[src/rtl/peri_pwm_fader_pkg.sv]
// Shared constants for the PWM fader: register map, control bits and scheduler states.
package peri_pwm_fader_pkg;

    localparam logic [3:0] ADR_PRESC_LO = 4'd8;
    localparam logic [3:0] ADR_PRESC_HI = 4'd9;
    localparam logic [3:0] ADR_STEP     = 4'd10;
    localparam logic [3:0] ADR_STATUS   = 4'd11;
    localparam logic [3:0] ADR_CTRL     = 4'd12;

    localparam int CTRL_EN_BIT   = 0;
    localparam int CTRL_SNAP_BIT = 1;

    typedef enum logic {
        IDLE = 1'b0,
        REQ  = 1'b1
    } sched_state_e;

endpackage

[src/rtl/peri_pwm_fader_ramp.sv]
// One fader channel: target/current duty registers and clamped step toward target.
module peri_pwm_fader_ramp (
    input  logic       clk_i,
    input  logic       rst_ni,
    input  logic       tgt_we_i,
    input  logic [7:0] tgt_dat_i,
    input  logic       tick_i,
    input  logic       snap_i,
    input  logic [7:0] step_i,
    output logic [7:0] cur_o,
    output logic       ramping_o,
    output logic       moved_o
);

    logic [7:0] tgt_q, cur_q, cur_d;
    logic [8:0] step9, diff_up, diff_dn;

    assign ramping_o = (cur_q != tgt_q);
    assign cur_o     = cur_q;

    // 9-bit distances so the clamp compare never wraps; snap takes priority over a tick.
    always_comb begin
        step9   = {1'b0, step_i};
        diff_up = {1'b0, tgt_q} - {1'b0, cur_q};
        diff_dn = {1'b0, cur_q} - {1'b0, tgt_q};
        cur_d   = cur_q;
        if (snap_i) begin
            cur_d = tgt_q;
        end else if (tick_i && ramping_o) begin
            if (tgt_q > cur_q) begin
                cur_d = (step9 >= diff_up) ? tgt_q : cur_q + step_i;
            end else begin
                cur_d = (step9 >= diff_dn) ? tgt_q : cur_q - step_i;
            end
        end
        moved_o = (cur_d != cur_q);
    end

    always_ff @(posedge clk_i or negedge rst_ni) begin
        if (!rst_ni) begin
            tgt_q <= 8'h00;
            cur_q <= 8'h00;
        end else begin
            cur_q <= cur_d;
            if (tgt_we_i) begin
                tgt_q <= tgt_dat_i;
            end
        end
    end

endmodule

[src/rtl/peri_pwm_fader.sv]
// PWM duty fader: register file, tick prescaler, dirty tracking and round-robin channel writer.
// state | meaning
// IDLE  | no channel write in flight; pick next dirty channel at or after ptr
// REQ   | strobing the selected channel with the latched duty until it acks
module peri_pwm_fader
    import peri_pwm_fader_pkg::*;
#(
    parameter int CHANNELS = 4
) (
    input  logic                clk_i,
    input  logic                rst_ni,
    input  logic                wb_we_i,
    input  logic [3:0]          wb_adr_i,
    input  logic [7:0]          wb_dat_i,
    input  logic                wb_stb_i,
    output logic [7:0]          wb_dat_o,
    output logic                wb_ack_o,
    output logic [CHANNELS-1:0] ch_stb_o,
    output logic                ch_we_o,
    output logic [3:0]          ch_adr_o,
    output logic [7:0]          ch_dat_o,
    input  logic [CHANNELS-1:0] ch_ack_i,
    output logic                busy_o
);

    localparam int IW = (CHANNELS > 1) ? $clog2(CHANNELS) : 1;
    localparam int SW = IW + 1;

    logic                wr_en, tick, snap;
    logic [15:0]         presc_q, tick_cnt_q;
    logic [7:0]          step_q;
    logic                en_q;
    logic [7:0]          cur [CHANNELS];
    logic [CHANNELS-1:0] ramping, moved, tgt_we, dirty_q, dirty_clr;
    logic [7:0]          status;
    sched_state_e        state_q, state_d;
    logic [IW-1:0]       idx_q, idx_d, ptr_q, ptr_d, rr_idx;
    logic [SW-1:0]       rr_sum;
    logic [7:0]          dat_q, dat_d;
    logic                found;

    assign wr_en    = wb_stb_i & wb_we_i;
    assign wb_ack_o = wb_stb_i;
    assign snap     = wr_en && (wb_adr_i == ADR_CTRL) && wb_dat_i[CTRL_SNAP_BIT];
    assign tick     = en_q && (tick_cnt_q == 16'h0000);

    for (genvar n = 0; n < CHANNELS; n++) begin : g_ch
        assign tgt_we[n] = wr_en && (wb_adr_i == 4'(n));
        peri_pwm_fader_ramp u_ramp (
            .clk_i     (clk_i),
            .rst_ni    (rst_ni),
            .tgt_we_i  (tgt_we[n]),
            .tgt_dat_i (wb_dat_i),
            .tick_i    (tick),
            .snap_i    (snap),
            .step_i    (step_q),
            .cur_o     (cur[n]),
            .ramping_o (ramping[n]),
            .moved_o   (moved[n])
        );
    end

    always_ff @(posedge clk_i or negedge rst_ni) begin
        if (!rst_ni) begin
            presc_q <= 16'h0000;
            step_q  <= 8'h01;
            en_q    <= 1'b0;
        end else if (wr_en) begin
            case (wb_adr_i)
                ADR_PRESC_LO: presc_q[7:0]  <= wb_dat_i;
                ADR_PRESC_HI: presc_q[15:8] <= wb_dat_i;
                ADR_STEP:     step_q        <= wb_dat_i;
                ADR_CTRL:     en_q          <= wb_dat_i[CTRL_EN_BIT];
                default: ;
            endcase
        end
    end

    // Held at the reload value while disabled so enabling starts a full period.
    always_ff @(posedge clk_i or negedge rst_ni) begin
        if (!rst_ni) begin
            tick_cnt_q <= 16'h0000;
        end else if (!en_q || (tick_cnt_q == 16'h0000)) begin
            tick_cnt_q <= presc_q;
        end else begin
            tick_cnt_q <= tick_cnt_q - 16'd1;
        end
    end

    always_comb begin
        status = 8'h00;
        status[CHANNELS-1:0] = ramping;
        wb_dat_o = 8'h00;
        for (int n = 0; n < CHANNELS; n++) begin
            if (wb_adr_i == 4'(n)) wb_dat_o = cur[n];
        end
        case (wb_adr_i)
            ADR_PRESC_LO: wb_dat_o = presc_q[7:0];
            ADR_PRESC_HI: wb_dat_o = presc_q[15:8];
            ADR_STEP:     wb_dat_o = step_q;
            ADR_STATUS:   wb_dat_o = status;
            ADR_CTRL:     wb_dat_o = {7'b0, en_q};
            default: ;
        endcase
    end

    always_comb begin
        state_d   = state_q;
        idx_d     = idx_q;
        ptr_d     = ptr_q;
        dat_d     = dat_q;
        dirty_clr = '0;
        found     = 1'b0;
        rr_sum    = '0;
        rr_idx    = '0;
        case (state_q)
            IDLE: begin
                for (int k = 0; k < CHANNELS; k++) begin
                    rr_sum = {1'b0, ptr_q} + SW'(k);
                    if (rr_sum >= SW'(CHANNELS)) rr_sum = rr_sum - SW'(CHANNELS);
                    rr_idx = rr_sum[IW-1:0];
                    if (!found && dirty_q[rr_idx]) begin
                        found   = 1'b1;
                        idx_d   = rr_idx;
                        dat_d   = cur[rr_idx];
                        state_d = REQ;
                    end
                end
            end
            REQ: begin
                if (ch_ack_i[idx_q]) begin
                    state_d = IDLE;
                    ptr_d   = (idx_q == IW'(CHANNELS - 1)) ? '0 : idx_q + 1'b1;
                    // A value that moved during the transfer must be sent again.
                    if (cur[idx_q] == dat_q) dirty_clr[idx_q] = 1'b1;
                end
            end
            default: state_d = IDLE;
        endcase
    end

    always_ff @(posedge clk_i or negedge rst_ni) begin
        if (!rst_ni) begin
            state_q <= IDLE;
            idx_q   <= '0;
            ptr_q   <= '0;
            dat_q   <= 8'h00;
            dirty_q <= '0;
        end else begin
            state_q <= state_d;
            idx_q   <= idx_d;
            ptr_q   <= ptr_d;
            dat_q   <= dat_d;
            dirty_q <= (dirty_q & ~dirty_clr) | moved;
        end
    end

    always_comb begin
        ch_stb_o = '0;
        if (state_q == REQ) ch_stb_o[idx_q] = 1'b1;
    end

    assign ch_we_o  = (state_q == REQ);
    assign ch_adr_o = 4'h0;
    assign ch_dat_o = dat_q;
    assign busy_o   = (|ramping) | (|dirty_q) | (state_q != IDLE);

endmodule

[config.mk]
export PLATFORM = sky130hd
export DESIGN_NAME = peri_pwm_fader
export DESIGN_NICKNAME = d
export VERILOG_FILES = /design/src/rtl/peri_pwm_fader_pkg.sv /design/src/rtl/peri_pwm_fader_ramp.sv /design/src/rtl/peri_pwm_fader.sv
export SDC_FILE = /design/constraint.sdc
export NUM_CORES = 1
export LEC_CHECK = 0
export ABC_AREA = 1
export ABC_CLOCK_PERIOD_IN_PS = 9100
export CAP_MARGIN = 20
export CORE_UTILIZATION = 40
export DETAILED_ROUTE_END_ITERATION = 10
export PLACE_DENSITY_LB_ADDON = 0.3
export SETUP_SLACK_MARGIN = 0.3
export SLEW_MARGIN = 10
export SYNTH_ARGS = -nofsm -noshare
export SYNTH_HDL_FRONTEND = slang
export SYNTH_SLANG_ARGS = --single-unit
[constraint.sdc]
create_clock -name clk_i -period 9.1 [get_ports clk_i]
set_input_delay 1.365 -clock clk_i [delete_from_list [all_inputs] [get_ports clk_i]]
set_output_delay 1.365 -clock clk_i [all_outputs]
set_load 0.005 [all_outputs]
# Word level (Yosys, flattened, before mapping)
# Cells that the tools add are included.
[classes]
eq_ne = 18
n_reduce_logical = 31
add_sub_neg = 25
n_mux = 85
bitwise_logic = 12
order_cmp = 27
[ops]
columns = ["operator", "n"]
rows = [
  ["8-bit 2-to-1 mux", 38],
  ["8-bit binary-select mux with 2-bit select", 5],
  ["8-bit by 9-bit >= comparator with 1-bit output", 8],
  ["8-bit by 8-bit subtractor with 9-bit output", 8],
  ["8-bit inequality test", 8],
  ["8-bit case mux with 5 select lines", 1],
  ["8-bit adder", 4],
  ["8-bit greater-than comparator", 4],
  ["8-bit subtractor", 4],
  ["2-bit 2-to-1 mux", 13],
  ["3-bit >= comparator, second input constant", 8],
  ["4-bit == test, second input constant", 5],
  ["16-bit zero test", 1],
  ["1-bit 2-to-1 mux", 16],
  ["16-bit 2-to-1 mux", 1],
  ["4-bit 2-to-1 mux", 4],
  ["16-bit by 1-bit subtractor with 16-bit output, second input constant", 1],
  ["1-bit logical AND", 15],
  ["2-bit by 3-bit less-than comparator with 1-bit output, second input constant", 5],
  ["2-bit NOT with 3-bit output", 5],
  ["2-bit AND reduction", 6],
  ["1-bit binary-select mux with 2-bit select", 5],
  ["4-bit by 2-bit == test with 1-bit output, second input constant", 2],
  ["8-bit == test", 1],
  ["21 further kinds", 30],
]
[totals]
out_inout_bits = 27
reg_bits = 122
inputBits = 20

# Logic depth before layout (Yosys ltp)
[logic_depth]
depth_word = 19
mapped_depth = 28

# Hierarchy
# A second synthesis with hierarchy kept.
[hier_totals]
cells_unflattened = 2510
hier_area_um2 = 16276.9
[by_module_without_submodules]
columns = ["mod", "cells_each", "seq_area_each_um2", "n_inst", "area_each_um2"]
rows = [
  ["peri_pwm_fader_ramp (g_ch[1].u_ramp ...)", 436, 400.4, 2, 2844.0],
  ["peri_pwm_fader", 769, 1452.6, 1, 4768.3],
  ["peri_pwm_fader_ramp (g_ch[3].u_ramp)", 437, 400.4, 1, 2932.8],
  ["peri_pwm_fader_ramp (g_ch[0].u_ramp)", 432, 400.4, 1, 2887.8],
]

# Worst setup path before layout
# Ideal clock, no wire load.
[synth_path]
kind = "register to register"
from = "reg g_ch[3].u_ramp.cur_q[1]"
to = "reg dirty_q[3]"
stages_incl_launch_ff = 26
n_path_buf = 1
t_arrival_ps = 3491
setup_slack_ps = 5484
t_required_ps = 8975
period_less_slack_ps = 3616
cell_sequence = "dfrtp_1 inv_1 ha_1 nand2_1 o21ai_0 a21oi_1 o21bai_1 a21oi_1 o21ai_0 xor2_1 ha_1 nand2_1 nor3_1 a21oi_1 nand2_1 nand2_1 buf_2 nand3_1 o211ai_1 nand3_1 nand2_1 nand2_1 nand2_1 nand2_1 nor2_1 nand3_1"
[synth_between]
elab_chain_cells = 10
elab_cells_between_ends = 25
classes_between = "add/sub (4); order compare (3); eq/ne (3); mux (11); bitwise (3); reduce/logical (1)"
[synth_rtl]
columns = ["element", "line", "rtl"]
rows = [
  ["start: declaration", "peri_pwm_fader_ramp.sv:15", "logic [7:0] tgt_q, cur_q, cur_d;"],
  ["start signal: assignment", "peri_pwm_fader_ramp.sv:44", "cur_q <= cur_d;"],
  ["branches (longest 9 deep; another with 8-bit by 8-bit subtractor with 9-bit output)", "--", ""],
  ["4-bit bitwise OR *", "peri_pwm_fader.sv:154", "dirty_q <= (dirty_q & ~dirty_clr) | moved;"],
  ["end signal: assignment", "peri_pwm_fader.sv:154", ""],
  ["end: declaration", "peri_pwm_fader.sv:34", "logic [CHANNELS-1:0] ramping, moved, tgt_we, dirty_q, dirty_clr;"],
]
# Every way passes the cells marked *. The select of a mux whose other input is x is not followed.
# A chain may end at the register's enable or synchronous reset.

# Worst setup path after layout
[layout_path]
from = "reg g_ch[3].u_ramp.cur_q[5]"
to = "out busy_o"
[layout_between]
elab_chain_cells = 4
[layout_rtl]
columns = ["element", "line", "rtl"]
rows = [
  ["8-bit inequality test", "peri_pwm_fader_ramp.sv:18", "assign ramping_o = (cur_q != tgt_q);"],
  ["4-bit OR reduction", "peri_pwm_fader.sv:166", "assign busy_o = (|ramping) | (|dirty_q) | (state_q != IDLE);"],
  ["1-bit bitwise OR (2 in a row)", "peri_pwm_fader.sv:166", ""],
  ["end: declaration", "peri_pwm_fader.sv:23", "output logic busy_o"],
]
# Every way passes these cells.

==> metrics.csv <==
metric,value,unit
total_power,0.00699,W
die_x,198,um
synth_warnings,0,
cp.required,7.74,ns
synth_top_cell_area_share,19.6,%
run_status,"complete, no violations",
synth_top_area_cell,dfrtp_1,
synth.distinct_cells,58,
first_pass_iters,6,
ys.flop_type,dfrtp_1,
initial_core_util,40.8,%
cp.arrival,3.67,ns
io_buffers,42,
die-area,39300,um2
design_area,16900,um2
report.final.slew_viol_count,0,
gp_congestion,0.988,
ff_latch_area,3060,um2
postRouteAntennaNets,0,
synth_edf_count,0,
r2r_end,dirty_q[3],
clk_latency,0.44,ns
initialDrtViolationCount,1350,
num_vias,16100,
drt-wirelength-per-cell,20.1,um
drc,0,
crit_fanout,9,
rr_worst_depth,24,
dpl_cell_area,16300,um2
hp-start,tick_cnt_q[0],
internal_power,0.00294,W
hold_viol,0,
antenna_cells,0,
synthArstFlopShare,100,%
core,37800,um2
reg2reg_slack,4.32,ns
path_class,reg -> out,
nets,2584,
std_cell_rows,71,
cap_viol_max_count,0,
area_growth,9.50,%
cp-end-kind,primary output,
setup_viol,0,
synth.cell_area,15400,um2
p_clk_share,10.2,%
seqPwrFrac,16.8,%
io_pins,47,
power_leakage,8.84,nW
synth_area_leaders,"dfrtp_1 20%, nand2_1 15%, ha_1 15%",
final_common_cell,nand2_1,
clockBufferDepth,2,
post_cts_buffers,0,
timing.final.crit_period,5.04,ns
cts_tree,yes,
layout-drive-gt1-share,4.08,%
syn_avg_cell_area,6.54,um2
htreeDepth,4,
rsz0062_at_grt,false,
clock.fmax,199,MHz
cts_root_buf,clkbuf_16,
tightestPinTransition,0.925,ns
synth_cells,2358,
cellPowerDensity,414,nW/um2
cp-start-kind,flip-flop,
num-fill-cells,3939,
antenna_found_initial,1,
post-route-period-util,55.3,%
grt_pass1_vias,15200,
grt_overflow,0,
clk_pin_slew,0.07,ns
grt_use_total,30.2,%
combPwrFrac,73.1,%
cts_buffers,17,
hold_path_class,reg -> reg,
multiInputGateArea,10800,um2
cts_resized,0,
vias_per_cell,5.56,
tns,0,ns
fin_util,44.7,%
hold_end,tick_cnt_q[0],
ys_seq_area_share,19.8,%
relSlewSlack,38.3,%
grt_pass1_wl,89.5,mm
wirelength,58.0,mm
synth_seq_cells,122,
grt_max_degree,76,
fin_skew,0.0120,ns
cts_sinks,122,
holdBufCountCts,0,
final_cell_mix,"636 x nand2_1, 328 x inv_1, 241 x nand3_1",
die_h,198,um
swShare,58.0,%
whs_path_depth,1,
vdd_drop_max,0.000186,V
place_hpwl,44.3,mm
power.switching,0.00405,W
r2r-start,g_ch[3].u_ramp.cur_o[1],
## stage by stage
step	setup WS, ns	hold WS (ns)	instances
2_1_floorplan	5.48	0.440	2361
3_3_place_gp	4.13	0.461	2855
3_5_place_dp	4.19	0.466	2855
4_1_cts	4.07	0.479	2887
5_1_grt	3.80	0.514	2887
6_report	4.06	0.473	2887
## worst max path at each step
stage | endpoint | from | cells past startpoint | slack, ns
6_report | busy_o | g_ch[3].u_ramp.cur_o[5] | 8 | 4.06
5_1_grt | dirty_q[3] | g_ch[3].u_ramp.cur_o[1] | 25 | 3.80
4_1_cts | busy_o | g_ch[3].u_ramp.cur_o[5] | 8 | 4.07
3_5_place_dp | wb_dat_o[7] | wb_adr_i[3] | 9 | 4.19
3_3_place_gp | wb_dat_o[7] | wb_adr_i[3] | 9 | 4.13
2_1_floorplan | dirty_q[3] | g_ch[3].u_ramp.cur_o[1] | 25 | 5.48
## state kept, by name (all words and copies together) (netlist names)
| name | flops |
|---|---|
| g_ch.u_ramp.tgt_q | 32 |
| ch_we_o | 1 |
| presc_q | 16 |
| idx_q | 2 |
| ch_dat_o | 8 |
| ptr_q | 2 |
| dirty_q | 4 |
| en_q | 1 |
| g_ch.u_ramp.cur_o | 32 |
| tick_cnt_q | 16 |
| step_q | 8 |
## cells in the mapped netlist, types with 11 or more instances
| cell type | n |
|---|---|
| buf_2 | 15 |
| ha_1 | 185 |
| nand4_1 | 34 |
| a31oi_1 | 25 |
| nand3_1 | 241 |
| nor2_1 | 100 |
| xor2_1 | 92 |
| o21bai_1 | 12 |
| mux2i_1 | 12 |
| xnor2_1 | 17 |
| fa_1 | 16 |
| inv_1 | 328 |
| clkbuf_1 | 49 |
| inv_2 | 11 |
| o22ai_1 | 11 |
| o21ai_0 | 165 |
| nand2_1 | 636 |
| o211ai_1 | 20 |
| o21ai_1 | 16 |
| dfrtp_1 | 121 |
| a21oi_1 | 158 |
## cells by family (layout without fill, tap and decap cells)
kind of cell,Yosys count,after routing,share of synthesized area [%]
buf+inv,418,433,10.5
fa+ha+maj,201,201,17.1
mux,12,12,0.779
simple gates,1059,1059,29.9
flops,122,122,19.8
xor+xnor,109,109,6.19
compound gates,436,436,15.7
other cells,1,4,0.0243
## power by group through the flow
stage | Combinational (W) | Clock (W) | Sequential, W
after CTS | 0.00504 | 0.000710 | 0.00116
after detailed placement | 0.00499 | 0 | 0.00117
final | 0.00511 | 0.000711 | 0.00117
after floorplan | 0.00377 | 0 | 0.000954
after global routing | 0.00577 | 0.000732 | 0.00119
after global placement | 0.00493 | 0 | 0.00117
## layer usage
metal	track usage (%)	routed length (um)
met1	41.4	25800
met2	46.5	25100
met3	5.23	4820
met4	12.1	2240
met5	0	0
## critical path, cell delays in order, from the launching register on
cell and delay, ns:
dfrtp_1 0.70, inv_1 0.25, ha_1 0.55, nand2_1 0.11, nor2_1 0.23, nand4_1 0.36
inv_1 0.29, nand4_1 0.22, clkdlybuf4s50_1 0.51
## layout make-up
type                       instances  area share (%)
clock buffer                      21            2.73
tap                              511            3.79
sequential                       122            18.1
clock inverter                    11           0.778
inverter                         343            7.63
timing repair buffer              58            3.19
multi-input combinational       1821            63.8
Note: power is estimated with default switching activity, not from simulation.
